==> src/rtl/dma_xfer_timing_ctrl.sv <==
// DMA transfer-timing controller: request arbitration plus the SI/S0..S4 bus-cycle FSM.
// Drives host hold handshake, per-channel acknowledge, bus strobes and the datapath step pulse.
module dma_xfer_timing_ctrl #(
    parameter int NUM_CH = 4,
    localparam int CH_W = $clog2(NUM_CH)
) (
    input  logic                  CLK,
    input  logic                  RESET,
    input  logic [NUM_CH-1:0]     dreq,
    input  logic [NUM_CH-1:0]     ch_mask,
    input  logic [2*NUM_CH-1:0]   xfer_mode,
    input  logic [2*NUM_CH-1:0]   xfer_dir,
    input  logic                  rot_prio,
    input  logic                  compressed,
    input  logic                  ext_write,
    input  logic                  cs_n,
    input  logic                  hlda,
    input  logic                  eop_n_in,
    input  logic                  cnt_is_zero,
    input  logic                  addr_lo_wrap,
    input  logic                  status_rd,
    output logic                  hrq,
    output logic                  aen,
    output logic                  adstb,
    output logic [NUM_CH-1:0]     dack,
    output logic                  ior_n,
    output logic                  iow_n,
    output logic                  memr_n,
    output logic                  memw_n,
    output logic                  eop_n_out,
    output logic [CH_W-1:0]       active_ch,
    output logic                  upd_pulse,
    output logic [NUM_CH-1:0]     tc_status
);

    localparam logic [2:0] ST_SI = 3'd0;
    localparam logic [2:0] ST_S0 = 3'd1;
    localparam logic [2:0] ST_S1 = 3'd2;
    localparam logic [2:0] ST_S2 = 3'd3;
    localparam logic [2:0] ST_S3 = 3'd4;
    localparam logic [2:0] ST_S4 = 3'd5;

    logic [2:0]        state_q, state_d;
    logic [CH_W-1:0]   active_ch_q, active_ch_d;
    logic [CH_W-1:0]   prio_ptr_q, prio_ptr_d;
    logic              eop_pend_q, eop_pend_d;
    logic [NUM_CH-1:0] tc_q, tc_d;

    logic [NUM_CH-1:0] valid;
    logic [1:0]        cur_mode, cur_dir;
    logic              is_read, is_write, in_xfer, term;
    logic              win_found;
    logic [CH_W-1:0]   win_ch;
    logic [2:0]        block_next;
    int unsigned       idx;

    assign valid    = dreq & ~ch_mask;
    assign cur_mode = xfer_mode[{active_ch_q, 1'b0} +: 2];
    assign cur_dir  = xfer_dir[{active_ch_q, 1'b0} +: 2];
    assign is_read  = (cur_dir == 2'b10);
    assign is_write = (cur_dir == 2'b01);
    assign in_xfer  = (state_q == ST_S1) || (state_q == ST_S2) ||
                      (state_q == ST_S3) || (state_q == ST_S4);
    assign term     = cnt_is_zero | eop_pend_q | ~eop_n_in;
    assign block_next = (compressed && !addr_lo_wrap) ? ST_S2 : ST_S1;

    // Scan starts at the rotating pointer, or at ch0 for fixed priority.
    always_comb begin
        win_found = 1'b0;
        win_ch    = '0;
        idx       = 0;
        for (int unsigned i = 0; i < NUM_CH; i++) begin
            idx = i + (rot_prio ? 32'(prio_ptr_q) : 32'd0);
            if (idx >= NUM_CH) idx = idx - NUM_CH;
            if (!win_found && valid[CH_W'(idx)]) begin
                win_found = 1'b1;
                win_ch    = CH_W'(idx);
            end
        end
    end

    always_comb begin
        state_d     = state_q;
        active_ch_d = active_ch_q;
        prio_ptr_d  = prio_ptr_q;
        eop_pend_d  = eop_pend_q;
        tc_d        = status_rd ? '0 : tc_q;
        case (state_q)
            ST_SI: begin
                if (win_found && cs_n) begin
                    active_ch_d = win_ch;
                    state_d     = ST_S0;
                end
            end
            ST_S0: begin
                if (hlda)                     state_d = ST_S1;
                else if (!dreq[active_ch_q])  state_d = ST_SI;
            end
            ST_S1: state_d = hlda ? ST_S2 : ST_SI;
            ST_S2: state_d = !hlda ? ST_SI : (compressed ? ST_S4 : ST_S3);
            ST_S3: state_d = hlda ? ST_S4 : ST_SI;
            ST_S4: begin
                if (!hlda) begin
                    state_d = ST_SI;
                end else if (term) begin
                    tc_d[active_ch_q] = 1'b1;
                    state_d           = ST_SI;
                end else if (cur_mode == 2'b10) begin
                    state_d = block_next;
                end else if (cur_mode == 2'b00) begin
                    state_d = valid[active_ch_q] ? block_next : ST_SI;
                end else begin
                    state_d = ST_SI;
                end
            end
            default: state_d = ST_SI;
        endcase

        if ((state_q == ST_S1 || state_q == ST_S2 || state_q == ST_S3) && !eop_n_in)
            eop_pend_d = 1'b1;
        if (state_d == ST_SI)
            eop_pend_d = 1'b0;
        if (state_d == ST_SI && state_q != ST_SI && rot_prio)
            prio_ptr_d = (active_ch_q == CH_W'(NUM_CH - 1)) ? '0 : active_ch_q + 1'b1;
    end

    always_ff @(posedge CLK) begin
        if (RESET) begin
            state_q     <= ST_SI;
            active_ch_q <= '0;
            prio_ptr_q  <= '0;
            eop_pend_q  <= 1'b0;
            tc_q        <= '0;
        end else begin
            state_q     <= state_d;
            active_ch_q <= active_ch_d;
            prio_ptr_q  <= prio_ptr_d;
            eop_pend_q  <= eop_pend_d;
            tc_q        <= tc_d;
        end
    end

    logic rd_phase, wr_phase;
    assign rd_phase = (state_q == ST_S2) || (state_q == ST_S3) || (state_q == ST_S4);
    assign wr_phase = (state_q == ST_S3) || (state_q == ST_S4) || ((state_q == ST_S2) && ext_write);

    always_comb begin
        dack = '0;
        if (in_xfer) dack[active_ch_q] = 1'b1;
    end

    assign hrq       = (state_q != ST_SI);
    assign aen       = in_xfer;
    assign adstb     = (state_q == ST_S1);
    assign memr_n    = ~(rd_phase & is_read);
    assign ior_n     = ~(rd_phase & is_write);
    assign iow_n     = ~(wr_phase & is_read);
    assign memw_n    = ~(wr_phase & is_write);
    // A cycle aborted by hold loss or reset must not step the datapath.
    assign upd_pulse = (state_q == ST_S4) & hlda & ~RESET;
    assign eop_n_out = ~((state_q == ST_S4) & cnt_is_zero & hlda & ~RESET);
    assign active_ch = active_ch_q;
    assign tc_status = tc_q;

endmodule
==> config.mk <==
export PLATFORM = sky130hd
export DESIGN_NAME = dma_xfer_timing_ctrl
export DESIGN_NICKNAME = d
export VERILOG_FILES = /design/src/rtl/dma_xfer_timing_ctrl.sv
export SDC_FILE = /design/constraint.sdc
export NUM_CORES = 1
export LEC_CHECK = 0
export BUFFER_PORTS_ARGS = -buffer_cell sky130_fd_sc_hd__buf_2
export CAP_MARGIN = 0
export CELL_PAD_IN_SITES_DETAIL_PLACEMENT = 0
export CELL_PAD_IN_SITES_GLOBAL_PLACEMENT = 2
export CORE_MARGIN = 2
export CORE_UTILIZATION = 25
export CTS_BUF_LIST = sky130_fd_sc_hd__clkbuf_16
export DETAILED_ROUTE_END_ITERATION = 8
export GPL_TIMING_DRIVEN = 0
export PLACE_DENSITY = 0.87
export SYNTH_ARGS = -nofsm -noshare
export SYNTH_HDL_FRONTEND = slang
export SYNTH_SLANG_ARGS = --single-unit
==> constraint.sdc <==
create_clock -name CLK -period 2.5 [get_ports CLK]
set_clock_uncertainty 0.1 [all_clocks]
set_input_delay 0.375 -clock CLK [delete_from_list [all_inputs] [get_ports CLK]]
set_output_delay 0.375 -clock CLK [all_outputs]
set_load 0.05 [all_outputs]
==> impl_metrics.toml <==
[outcome]
status = "complete, no violations"

[synth]
synth_area_leaders = "dfxtp_1 23%, mux4_2 6.4%, ha_1 4.8%, a21oi_1 4.3%, buf_6 4.3%"
synth_cell_types = 48
yosys.area.top_type = "dfxtp_1"
synth_nets = 154
yosysSeqAreaShare_pct = 22.9
synth_edf_count = 0
ys_ff_latch = 12
synthArstFlopShare_pct = 0
synthDominantCellAreaShare_pct = 22.9
syn_area_per_cell_um2 = 9.13
synth.yosys.warnings = 0
syn-cell-area_um2 = 1050
syn-instance-count = 115
ys.flop_type = "dfxtp_1"

[power]
ir_drop_v = 0.000186
switchingPower_mw = 0.183
p_int_mw = 0.490
share_comb_of_total_power_pct = 26.0
pwr-share-seq_pct = 30.2
p_per_area_nw_per_um2 = 446
swShare_pct = 27.2
p_leak_nw = 0.689
p_clk_share_pct = 43.8

[setup_path]
reg2regPathDepth = 7
critical_path_class = "reg2out"
timing.rr.start = "active_ch[0]"
r2r_slack_ns = 0.29
path_max_fanout = 7
worstSetupStartpointType = "register"
cp.arrival_ns = 1.96
r2r_end = "prio_ptr_q[0]"
critPathCaptureType = "output port"
worstPathRequired_ns = 2.03

[finish]
register_area_um2 = 244
layout_commonest_cell = "buf_2"
num-fill-cells = 434
syn2layout_area_growth_pct = 43.9
layout_common_cells = "53 x buf_2, 11 x dfxtp_1, 9 x nor2_1, 9 x a21oi_1, 8 x nand2_1"
drive_gt1_share_pct = 47.7
num-nets-final = 216
n_antenna_cell = 0
utilization_pct = 37.5
multiInputGateArea_um2 = 762

[global_routing]
grt_first_pass_wirelength_um = 4750
grt.total_usage_pct = 13.3
antenna_found_initial = 0
grt_pass1_vias = 1051
grt_overflow_total = 0
grt_start_max_net_pins = 11

[floorplanning]
start_util_pct = 26.1
die-area_um2 = 4730
die_h_um = 68.8
die_w_um = 68.8
rows = 23
io_pins = 54
fp.coreArea_um2 = 4030

[hold_path]
min_from = "addr_lo_wrap"
min_delay_path_depth = 3
hold_path_end = "state_q[0]"
hold_class = "in2reg"

[cts]
cts_buffers = 3
insertion_delay_ns = 0.24
htreeDepth = 1
clkTransAtPathRegs_ns = 0.04
cts_buffer_depth = 2
clock_sinks = 12
cts_tree = "yes"
root_buffer = "clkbuf_16"

[run]
maxCapViolCount = 0

[timing]
max_freq_ghz = 0.411
worstMarginPinSlew_ns = 0.501
setup_viol = 0
fin_crit_sh_pct = 97.4
fin_crit_ns = 2.44
finalSetupTns_ns = 0
final_hold_viol_count = 0
max_slew_margin_pct = 66.3
rsz0062_at_grt = "no"
slew_viol_final = 0

[routing]
drc_errors = 0
routed_wl_um = 2880
vias = 1085
dr.pass1.iters = 4
vias_per_cell = 4.80
ant_nets = 0
wl_per_cell_um = 12.8
drtIter0Drc = 32

[placement]
dp_hpwl_um = 2350
gp_congestion = 0.746
io_buffers = 53
## routing by layer
layer  share of wire [%]  vias up  GRT usage [%]
met2                  49       44           22.6
met5                   0        -              0
li1                    -      552              -
met1                  43      484           17.3
met4                 1.8        0           5.15
met3                 6.7        5           1.14
## critical path, cell delays in order, from the launching register on
cell and delay (ns):
dfxtp_4 0.36, buf_8 0.12, mux4_2 0.51, or3b_4 0.38, o21bai_4 0.17, buf_4 0.19
## cell families (layout without fill, tap and decap cells)
kind of cell	after synthesis	count (layout)	synth area share (%)
fa+ha+maj	4	4	4.77
simple gates	56	56	34.2
buf+inv	8	69	5.84
xor+xnor	2	2	1.67
mux	6	6	11.3
flops	12	12	22.9
compound gates	27	27	19.3
## registers in the layout, summed over array words and instances (netlist names)
register and flops:
prio_ptr_q 2, active_ch 2, state_q 3, eop_pend_q 1, tc_status 4
## how the worst max path moves through the flow
stage / startpoint / endpoint / slack [ns]
floorplan: state_q[2] / eop_n_out / 0.001
global placement: dreq[1] / prio_ptr_q[0] / 0.20
detailed placement: dreq[1] / prio_ptr_q[0] / 0.21
CTS: active_ch[0] / memw_n / 0.01
global route: active_ch[0] / memw_n / 0.004
finish: active_ch[0] / memw_n / 0.06
## Yosys cell counts, types with 2 or more instances
cell type,n
dfxtp_1,12
nor2_1,9
a31oi_1,2
nor2b_2,3
xor2_1,2
a22o_1,4
ha_1,4
inv_1,2
buf_6,4
nand3b_1,2
nand3_1,4
and2_1,4
mux4_2,3
nor4_1,2
a21o_1,3
and2b_1,2
a21oi_1,9
or3_1,3
nand2_1,8
nand2b_1,4
nor3_1,2
## power groups by stage
stage | registers (mW) | logic [mW] | clock network, mW
finish | 0.203 | 0.175 | 0.295
global route | 0.204 | 0.192 | 0.311
CTS | 0.204 | 0.173 | 0.299
detailed placement | 0.207 | 0.169 | 0
global placement | 0.207 | 0.167 | 0
floorplan | 0.212 | 0.109 | 0
## final cells by class
| class | instances | area share, % |
|---|---|---|
| clock inverters | 1 | 0.249 |
| well taps | 50 | 4.14 |
| clock buffers | 3 | 4.97 |
| repair buffers | 57 | 19.7 |
| flip-flops and latches | 12 | 16.2 |
| plain buffers | 5 | 3.56 |
| inverters | 3 | 0.746 |
| multi-input cells | 95 | 50.5 |
## repair_timing
item	4_1_cts	5_1_grt
buffers inserted	1	3
endpoints found under the setup margin	1	1
pin swaps	0	0
hold buffers	0	0
resized for setup	2	1
## metrics by stage
stage,hold slack (ns),instance area (um^2),power (mW),instances,worst slack (ns)
after global routing,0.327,1510,0.706,226,0.00450
after global placement,0.363,1390,0.373,218,0.202
after detailed placement,0.364,1390,0.376,218,0.206
after CTS,0.312,1490,0.676,223,0.00987
final,0.308,1510,0.673,226,0.0647
after floorplan,0.379,1060,0.321,115,0.00130
No activity file was read; power rests on OpenSTA's default activity.
